## config.mk

```make
export PLATFORM = sky130hd
export DESIGN_NAME = ps2_game_ctrl_flat
export DESIGN_NICKNAME = d
export VERILOG_FILES = /design/src/rtl/ps2_game_pkg.sv /design/src/rtl/ps2_game_if.sv /design/src/rtl/ps2_prefix_fsm.sv /design/src/rtl/ps2_game_ctrl.sv /design/src/flat_wrapper.sv
export SDC_FILE = /design/constraint.sdc
export NUM_CORES = 1
export LEC_CHECK = 0
export ABC_AREA = 1
export BUFFER_PORTS_ARGS = -buffer_cell sky130_fd_sc_hd__buf_2
export CAP_MARGIN = 10
export CORE_MARGIN = 5
export CORE_UTILIZATION = 60
export CTS_CLUSTER_SIZE = 12
export DETAILED_ROUTE_END_ITERATION = 7
export MAX_ROUTING_LAYER = met4
export PLACE_DENSITY = 0.78
export SETUP_SLACK_MARGIN = 0.4
export SYNTH_ARGS = -nofsm -noshare
export SYNTH_HDL_FRONTEND = slang
export SYNTH_SLANG_ARGS = --single-unit
export TNS_END_PERCENT = 5
```

## constraint.sdc

```tcl
create_clock -name iVGA_CLK -period 1.95 [get_ports iVGA_CLK]
set_clock_uncertainty 0.15 [all_clocks]
set_input_delay 0.39 -clock iVGA_CLK [delete_from_list [all_inputs] [get_ports iVGA_CLK]]
set_output_delay 0.39 -clock iVGA_CLK [all_outputs]
set_load 0.01 [all_outputs]
```

## src/rtl/ps2_game_pkg.sv

```systemverilog
// ps2_game_pkg
// Shared definitions for the PS/2 game controller: scan-code constants for
// the prefix bytes and tracked keys, and the prefix FSM state encoding.
// No ports.
package ps2_game_pkg;

    localparam logic [7:0] SC_BREAK     = 8'hF0;
    localparam logic [7:0] SC_EXT       = 8'hE0;
    localparam logic [7:0] SC_LEFT_EXT  = 8'h6B;  // E0 6B, left arrow
    localparam logic [7:0] SC_RIGHT_EXT = 8'h74;  // E0 74, right arrow
    localparam logic [7:0] SC_A         = 8'h1C;
    localparam logic [7:0] SC_D         = 8'h23;
    localparam logic [7:0] SC_SPACE     = 8'h29;
    localparam logic [7:0] SC_P         = 8'h4D;

    typedef enum logic [1:0] {
        ST_IDLE    = 2'd0,
        ST_BRK     = 2'd1,
        ST_EXT     = 2'd2,
        ST_EXT_BRK = 2'd3
    } prefix_state_e;

    function automatic logic is_prefix(input logic [7:0] code);
        return (code == SC_BREAK) || (code == SC_EXT);
    endfunction

endpackage

```

## src/rtl/ps2_game_if.sv

```systemverilog
// ps2_game_if
// Bundles the keyboard byte stream and the game control outputs.
//   scan_code  [7:0] received PS/2 byte (keyboard side drives)
//   scan_ready       one-cycle strobe qualifying scan_code
//   move_left        level, left movement requested
//   move_right       level, right movement requested
//   fire             one-cycle pulse, spawn one bullet
//   pause            level, game paused
// Modports: master = byte source / output consumer, slave = controller.
interface ps2_game_if;
    logic [7:0] scan_code;
    logic       scan_ready;
    logic       move_left;
    logic       move_right;
    logic       fire;
    logic       pause;

    modport master (
        output scan_code, scan_ready,
        input  move_left, move_right, fire, pause
    );

    modport slave (
        input  scan_code, scan_ready,
        output move_left, move_right, fire, pause
    );
endinterface

```

## src/rtl/ps2_prefix_fsm.sv

```systemverilog
// ps2_prefix_fsm
// Folds the F0 (break) and E0 (extended) prefixes into a single key event.
//   clk, rst_n        clock, async active-low reset
//   scan_code/ready   incoming byte and its strobe
//   key_code          code of the completed key event
//   is_make / is_ext  make (1) or break (0); extended (E0) key
//   key_valid         strobe, combinational in the scan_ready cycle
// A pending prefix is dropped after PREFIX_TIMEOUT quiet cycles.
//
// state      | meaning
// ST_IDLE    | no prefix pending
// ST_BRK     | F0 seen, next code is a break
// ST_EXT     | E0 seen, next code is an extended make
// ST_EXT_BRK | E0 F0 seen, next code is an extended break
module ps2_prefix_fsm
    import ps2_game_pkg::*;
#(
    parameter int PREFIX_TIMEOUT = 250_000
) (
    input  logic       clk,
    input  logic       rst_n,
    input  logic [7:0] scan_code,
    input  logic       scan_ready,
    output logic [7:0] key_code,
    output logic       is_make,
    output logic       is_ext,
    output logic       key_valid
);

    localparam int              TMR_W    = $clog2(PREFIX_TIMEOUT + 1);
    localparam logic [TMR_W-1:0] TMR_LOAD = TMR_W'(PREFIX_TIMEOUT);
    localparam logic [TMR_W-1:0] TMR_ONE  = TMR_W'(1);

    prefix_state_e    state_q, state_d;
    logic [TMR_W-1:0] timer_q, timer_d;

    always_ff @(posedge clk or negedge rst_n) begin
        if (!rst_n) begin
            state_q <= ST_IDLE;
            timer_q <= '0;
        end else begin
            state_q <= state_d;
            timer_q <= timer_d;
        end
    end

    always_comb begin
        state_d   = state_q;
        timer_d   = timer_q;
        key_code  = scan_code;
        is_make   = 1'b0;
        is_ext    = 1'b0;
        key_valid = 1'b0;

        if (scan_ready) begin
            case (state_q)
                ST_IDLE: begin
                    if (scan_code == SC_BREAK)    state_d = ST_BRK;
                    else if (scan_code == SC_EXT) state_d = ST_EXT;
                    else begin
                        key_valid = 1'b1;
                        is_make   = 1'b1;
                    end
                end
                ST_BRK: begin
                    // Stray prefixes after F0 keep the break pending.
                    if (!is_prefix(scan_code)) begin
                        key_valid = 1'b1;
                        state_d   = ST_IDLE;
                    end
                end
                ST_EXT: begin
                    if (scan_code == SC_BREAK)    state_d = ST_EXT_BRK;
                    else if (scan_code == SC_EXT) state_d = ST_EXT;
                    else begin
                        key_valid = 1'b1;
                        is_make   = 1'b1;
                        is_ext    = 1'b1;
                        state_d   = ST_IDLE;
                    end
                end
                ST_EXT_BRK: begin
                    key_valid = 1'b1;
                    is_ext    = 1'b1;
                    state_d   = ST_IDLE;
                end
                default: state_d = ST_IDLE;
            endcase
            // Every byte restarts the quiet-time window of a pending prefix.
            timer_d = (state_d == ST_IDLE) ? '0 : TMR_LOAD;
        end else if (state_q != ST_IDLE) begin
            if (timer_q <= TMR_ONE) begin
                state_d = ST_IDLE;
                timer_d = '0;
            end else begin
                timer_d = timer_q - TMR_ONE;
            end
        end
    end

endmodule

```

## src/rtl/ps2_game_ctrl.sv

```systemverilog
// ps2_game_ctrl
// Turns PS/2 key events into game controls: movement levels, a
// rate-limited fire pulse and a pause toggle.
//   iVGA_CLK  sole clock
//   iRST_n    async active-low reset
//   bus       ps2_game_if.slave: scan_code/scan_ready in,
//             move_left/move_right/fire/pause out
module ps2_game_ctrl
    import ps2_game_pkg::*;
#(
    parameter int FIRE_COOLDOWN  = 2_500_000,
    parameter int PREFIX_TIMEOUT = 250_000
) (
    input  logic    iVGA_CLK,
    input  logic    iRST_n,
    ps2_game_if.slave bus
);

    localparam int              CD_W    = (FIRE_COOLDOWN > 1) ? $clog2(FIRE_COOLDOWN) : 1;
    localparam logic [CD_W-1:0] CD_LOAD = CD_W'(FIRE_COOLDOWN - 1);
    localparam logic [CD_W-1:0] CD_ONE  = CD_W'(1);

    logic [7:0] key_code;
    logic       is_make;
    logic       is_ext;
    logic       key_valid;

    ps2_prefix_fsm #(
        .PREFIX_TIMEOUT (PREFIX_TIMEOUT)
    ) u_prefix (
        .clk        (iVGA_CLK),
        .rst_n      (iRST_n),
        .scan_code  (bus.scan_code),
        .scan_ready (bus.scan_ready),
        .key_code   (key_code),
        .is_make    (is_make),
        .is_ext     (is_ext),
        .key_valid  (key_valid)
    );

    logic            left_held_q,  left_held_d;
    logic            right_held_q, right_held_d;
    logic            fire_held_q,  fire_held_d;
    logic            p_held_q,     p_held_d;
    logic            pause_q,      pause_d;
    logic            move_left_q,  move_left_d;
    logic            move_right_q, move_right_d;
    logic            fire_q,       fire_d;
    logic [CD_W-1:0] cooldown_q,   cooldown_d;

    logic hit_left, hit_right, hit_fire, hit_pause;

    always_ff @(posedge iVGA_CLK or negedge iRST_n) begin
        if (!iRST_n) begin
            left_held_q  <= 1'b0;
            right_held_q <= 1'b0;
            fire_held_q  <= 1'b0;
            p_held_q     <= 1'b0;
            pause_q      <= 1'b0;
            move_left_q  <= 1'b0;
            move_right_q <= 1'b0;
            fire_q       <= 1'b0;
            cooldown_q   <= '0;
        end else begin
            left_held_q  <= left_held_d;
            right_held_q <= right_held_d;
            fire_held_q  <= fire_held_d;
            p_held_q     <= p_held_d;
            pause_q      <= pause_d;
            move_left_q  <= move_left_d;
            move_right_q <= move_right_d;
            fire_q       <= fire_d;
            cooldown_q   <= cooldown_d;
        end
    end

    always_comb begin
        // Extended codes only count where the key has an extended mapping.
        hit_left  = key_valid && ((is_ext && key_code == SC_LEFT_EXT) ||
                                  (!is_ext && key_code == SC_A));
        hit_right = key_valid && ((is_ext && key_code == SC_RIGHT_EXT) ||
                                  (!is_ext && key_code == SC_D));
        hit_fire  = key_valid && !is_ext && (key_code == SC_SPACE);
        hit_pause = key_valid && !is_ext && (key_code == SC_P);

        left_held_d  = hit_left  ? is_make : left_held_q;
        right_held_d = hit_right ? is_make : right_held_q;
        fire_held_d  = hit_fire  ? is_make : fire_held_q;
        p_held_d     = hit_pause ? is_make : p_held_q;

        // Typematic repeats arrive with p_held_q already set.
        pause_d = pause_q;
        if (hit_pause && is_make && !p_held_q)
            pause_d = ~pause_q;

        move_left_d  = left_held_q  & ~right_held_q & ~pause_q;
        move_right_d = right_held_q & ~left_held_q  & ~pause_q;

        cooldown_d = (cooldown_q != '0) ? cooldown_q - CD_ONE : cooldown_q;
        // Gating on pause_d keeps fire and pause from overlapping on the
        // edge that enters pause.
        fire_d = fire_held_q && (cooldown_q == '0) && !pause_d;
        if (fire_d)
            cooldown_d = CD_LOAD;
        if (pause_d)
            cooldown_d = '0;
    end

    assign bus.move_left  = move_left_q;
    assign bus.move_right = move_right_q;
    assign bus.fire       = fire_q;
    assign bus.pause      = pause_q;

endmodule

```

## src/flat_wrapper.sv

```systemverilog
// flat-port wrapper written by rule: the top's interface ports become plain ports
module ps2_game_ctrl_flat import ps2_game_pkg::*;
#(
    parameter int FIRE_COOLDOWN  = 2_500_000,
    parameter int PREFIX_TIMEOUT = 250_000
)
  (iVGA_CLK, iRST_n, bus_scan_code, bus_scan_ready, bus_move_left, bus_move_right, bus_fire, bus_pause);
  ps2_game_if bus_i ();
  input  logic iVGA_CLK;
  input  logic iRST_n;
  input wire logic [$bits(bus_i.scan_code)-1:0] bus_scan_code;
  input wire logic [$bits(bus_i.scan_ready)-1:0] bus_scan_ready;
  output wire logic [$bits(bus_i.move_left)-1:0] bus_move_left;
  output wire logic [$bits(bus_i.move_right)-1:0] bus_move_right;
  output wire logic [$bits(bus_i.fire)-1:0] bus_fire;
  output wire logic [$bits(bus_i.pause)-1:0] bus_pause;
  assign bus_i.scan_code = bus_scan_code;
  assign bus_i.scan_ready = bus_scan_ready;
  assign bus_move_left = bus_i.move_left;
  assign bus_move_right = bus_i.move_right;
  assign bus_fire = bus_i.fire;
  assign bus_pause = bus_i.pause;
  ps2_game_ctrl #(.FIRE_COOLDOWN(FIRE_COOLDOWN), .PREFIX_TIMEOUT(PREFIX_TIMEOUT)) u_core (.iVGA_CLK(iVGA_CLK), .iRST_n(iRST_n), .bus(bus_i));
endmodule
```

# After elaboration in Yosys (flattened, before gate mapping)
# Cells that the tools add are included.
# totals
register_bits,50
input_bits,11
out_inout_bits,4
wordCells,88
# op_classes
add_sub_neg,2
magnitude_cmp,1
eq_ne,11
mux,27
bitwise,7
n_reduce_logical,29
# ops
op,n
18-bit 2-to-1 mux,4
22-bit 2-to-1 mux,3
"8-bit by 7-bit == test with 1-bit output, second input constant",3
22-bit zero test,1
22-bit nonzero test,1
"22-bit by 1-bit subtractor with 22-bit output, second input constant",1
"18-bit by 1-bit <= comparator with 1-bit output, second input constant",1
2-bit 2-to-1 mux,9
"18-bit by 1-bit subtractor with 18-bit output, second input constant",1
"8-bit by 6-bit == test with 1-bit output, second input constant",2
"8-bit == test, second input constant",2
1-bit logical AND,13
"8-bit by 5-bit == test with 1-bit output, second input constant",1
1-bit 2-to-1 mux,8
2-bit one-hot mux with 4 select lines,1
2-bit nonzero test,3
1-bit AND,4
"2-bit == test, second input constant",2
2-bit zero test,2
1-bit zero test,3
1-bit logical OR,3
1-bit inverter,3
1-bit one-hot mux with 3 select lines,1
3-bit nonzero test,1
other kinds (4),4

# Longest topological paths before layout
# depth
word_depth,15
depth_mapped,11
depth_no_buf,11

# Hierarchy
# From an unflattened synthesis, not the netlist that was laid out.
# unflattened
cells_unflattened,466
hier_area_um2,3393.3
# modules_own_cells
mod,instances,cells_per_inst,area_each_um2,seq_area_each_um2
ps2_game_ctrl,1,270,1978.1,750.7
ps2_prefix_fsm,1,196,1415.1,500.5

# Least setup slack after synthesis
# Ideal clock, no wire load.
# synth_path
kind,reg-to-reg
start,register u_core.cooldown_q[0]
end,register u_core.cooldown_q[13]
setup_time_ps,133
arrival_ps,1491
t_required_ps,1667
setup_slack_ps,176
stages_incl_launch_ff,10
cell_sequence,dfrtp_1 -> inv_1 -> ha_1 -> inv_1 -> nor2_4 -> nand3_4 -> nor2_4 -> nand4_4 -> o21ai_4 -> a21oi_1
# synth_via
elab_chain_len,5
word_cells_on_any_way,9
classes_between,1 x add/sub; 3 x mux; 5 x reduce/logical
# synth_lines
element,line,source
from (decl),ps2_game_ctrl.sv:49,"logic [CD_W-1:0] cooldown_q, cooldown_d;"
from (signal assigned),ps2_game_ctrl.sv:73,cooldown_q <= cooldown_d;
branches (longest 5 deep; another with 22-bit by 1-bit subtractor with 22-bit output),n/a,
# Parallel ways; which one is timed is not known. The select of a mux whose other input is x is not followed.
# A chain may end at the register's enable or synchronous reset.

# Worst setup path in the final report
# layout_path
start,register u_core.cooldown_q[1]
end,register u_core.cooldown_q[18]
# Same word-level chain as after synthesis.

==> summary.txt <==
Outcome
  – Run status: finished, final reports clean

Critical path
  – FF-to-FF Start: u_core.cooldown_q[1]$_DFFE_PN0P_
  – Worst setup path startpoint: u_core.cooldown_q[1]$_DFFE_PN0P_
  – CP Data Arrival Time: 1.89 ns
  – CP endpoint kind: flop
  – Worst-path maximum fanout: 3
  – WS Path Type: reg2reg
  – CP max-delay cell: dfrtp_1
  – Crit path largest cell delay: 0.44 ns
  – CP Launch Type: flop
  – Worst-path cell chain: inv_2, ha_4, inv_2, nor2_4, nand3_4, nor2_4, nand4_4, o21ai_4, buf_4, nor2_1
  – CP required: 2.00 ns

Floorplan
  – Die area: 0.00641 mm^2
  – Die X: 80.1 um
  – DIE HEIGHT: 80.1 um
  – Std cell rows: 25
  – Core ar.: 0.00475 mm^2
  – Initial Util: 61.9%
  – Ports: 15

Layout
  – N_diodes: 0
  – Design area: 0.00353 mm^2
  – Final Net Count: 419
  – Post-layout util: 74.2%
  – Post-Layout Cell Count: 473
  – Layout cell share with drive strength beyond 1: 24.6%
  – Area delta synth->final: 19.7%

Logic synthesis
  – Synth area leader: dfrtp_1
  – Avg Inst Size Synth: 8.07 um^2
  – Syn_nets: 379
  – Seq/Total Area, Yosys: 42.5%
  – Seq cells post-synth: 50
  – Unique cell type count in the Yosys netlist: 39
  – Synth top area cells: dfrtp_1 42%, nor2_1 8.4%, nand2_1 7.8%, inv_1 5.2%, xor2_1 5.1%
  – Yosys warns: 0
  – Synth top area share: 42.5%
  – Area of the mapped netlist: 0.00295 mm^2
  – Syn Inst Count: 365

Routing
  – Drc violations: 0
  – Per-cell routed wire length: 13.7 um
  – Vias per cell: 5.30
  – Final wirelength: 6.50 mm
  – Initial drt markers: 115
  – Post-route ant nets: 0
  – Drt pass-1 iters: 4
  – Vias: 2,506

Clocking
  – CTS buffer count: 5
  – Clock buffer depth: 2
  – Clock Sink Count: 50
  – Clk_lat worst skew: 0.31 ns
  – CTS tree: done
  – H-Tree Depth: 2
  – Clock-pin slew on the worst setup and hold paths: 0.09 ns
  – Clock root buffer: clkbuf_8

Hold path
  – Hold path startpoint: bus_scan_code[4]
  – Hold WC Path Type: in2reg

GRT
  – Pin count of the biggest net entering global routing: 51
  – Vias in the first global route: 2,597
  – Initial antenna violation count: 0
  – Gr usage total: 23.0%
  – Overflow after GRT: 0
  – First-pass GRT wire length: 11.3 mm

Power
  – Maximum vdd drop: 0.623 mV
  – Total power: 3.62 mW
  – Leakage: 1.58 nW
  – PD cells: 1030 mW/mm^2

STA
  – Setup Viol. Count Final: 0
  – Worst Setup Slack, final: 0.107 ns
  – Hold slack: 0.171 ns
  – TNS Setup: 0 ns
  – Minimum clock period: 1.84 ns
  – Worst slew margin: 73.8%
  – Tcrit/Tclk final: 94.5%
  – Fin. max-slew vios: 0
  – RSZ-0062 raised after global routing: yes
  – Final Hold Viols: 0
  – Fmax: 543 MHz
  – Worst-Margin Slew: 0.390 ns

Placed design
  – Cells after DPL: 452
  – Gpl congestion: 0.918
  – DP Worst Slack: 0.0111 ns
  – Post-DP Area: 0.00317 mm^2
  – Final HPWL DP: 4.38 mm
  – PortBufs: 14

Flow run
  – Max cap viols: 0
[metal layers]
layer / vias to the layer above / share of wire [%] / track usage, % / routed length (um)
met3: 8 / 3.5 / 4.37 / 225
met2: 47 / 52 / 39.2 / 3350
met1: 1187 / 44 / 27.4 / 2830
li1: 1264 / - / - / -
met5: - / 0 / - / 0
met4: 0 / 1.5 / 7.77 / 97
[report_power, final]
part / total (mW) / switching (mW) / internal, mW / leakage, nW
Sequential: 1.54 / 0.272 / 1.27 / 0.583
Clock: 0.895 / 0.348 / 0.547 / 0.0714
Combinational: 1.18 / 0.702 / 0.474 / 0.924
[cell families (layout without fill, tap and decap cells)]
kind of cell / after synthesis / count (layout) / synth area share (%)
simple gates: 195 / 195 / 33.3
compound gates: 42 / 42 / 8.58
buf+inv: 47 / 88 / 6.03
flops: 50 / 50 / 42.5
fa+ha+maj: 3 / 3 / 1.27
xor+xnor: 28 / 28 / 8.33
[synthesized netlist by cell type, drive strengths merged]
master,count
a211oi,2
a21oi,21
a22oi,3
and2,1
buf,1
dfrtp,50
ha,3
inv,46
nand2,66
nand3,22
nand3b,2
nand4,12
nor2,76
nor3,11
nor4,2
o2111ai,1
o21ai,12
o22ai,1
o31ai,1
o41ai,1
or2,3
xnor2,11
xor2,17
[area by class of cell]
cell class / instances / area, um^2
flip-flops and latches: 50 / 1250
repair buffers: 34 / 243
fillers: 372 / 1230
clock buffers: 6 / 82.6
clock inverters: 2 / 60.1
inverters: 46 / 178
multi-input cells: 268 / 1630
well taps: 67 / 83.8
[critical path, delay by kind of cell, from the launching register on]
family | cells | cell delay, ns
AND/OR/NAND/NOR | 5 | 0.49
flip-flops | 1 | 0.44
buffers and inverters | 3 | 0.30
AO/OA/AOI/OAI | 1 | 0.20
adder cells (fa/ha/maj) | 1 | 0.15
[registers in the layout (all words and copies together), names as in the netlist]
| name | cells |
|---|---|
| u_core.bus.fire | 1 |
| u_core.bus.move_left | 1 |
| u_core.bus.move_right | 1 |
| u_core.bus.pause | 1 |
| u_core.cooldown_q | 22 |
| u_core.fire_held_q | 1 |
| u_core.left_held_q | 1 |
| u_core.p_held_q | 1 |
| u_core.right_held_q | 1 |
| u_core.u_prefix.state_q | 2 |
| u_core.u_prefix.timer_q | 18 |
[cell usage in the layout, fill, tap and decap left out, types with 3 or more instances in the layout]
cell	Yosys	final
buf_2	1	14
nand2_1	61	58
buf_4	0	16
xor2_1	17	17
inv_2	5	8
nor2_4	4	9
xnor2_1	11	11
clkbuf_8	0	6
nand4_1	10	10
nand3_1	16	14
nor2_1	66	60
nor2_2	6	7
a22oi_1	3	3
nand3_2	5	7
nand2_2	4	7
a21oi_1	19	19
nor3_1	8	7
dfrtp_1	50	49
inv_1	41	37
o21ai_0	10	9
[timing repair]
item                                    4_1_cts  5_1_grt
resized for setup                            26        4
gates cloned                                  0        0
pin swaps                                    12        0
endpoints found under the setup margin       43       45
buffers inserted                             12        0
hold buffers                                  1        0
hold endpoints to repair                     50        0
[path summary, 6_finish.rpt]
path,cells past startpoint,slack [ns],to
max in group asynchronous,3,0.96,u_core.cooldown_q[4]$_DFFE_PN0P_
hold / removal,2,0.17,u_core.u_prefix.state_q[1]$_DFFE_PN0P_
min in group asynchronous,3,0.46,u_core.cooldown_q[21]$_DFFE_PN0P_
setup reg to reg,10,0.11,u_core.cooldown_q[18]$_DFFE_PN0P_
setup / recovery,10,0.11,u_core.cooldown_q[18]$_DFFE_PN0P_
hold reg to reg,1,0.33,u_core.bus.move_right$_DFF_PN0_
(Power assumes the default switching activity.)
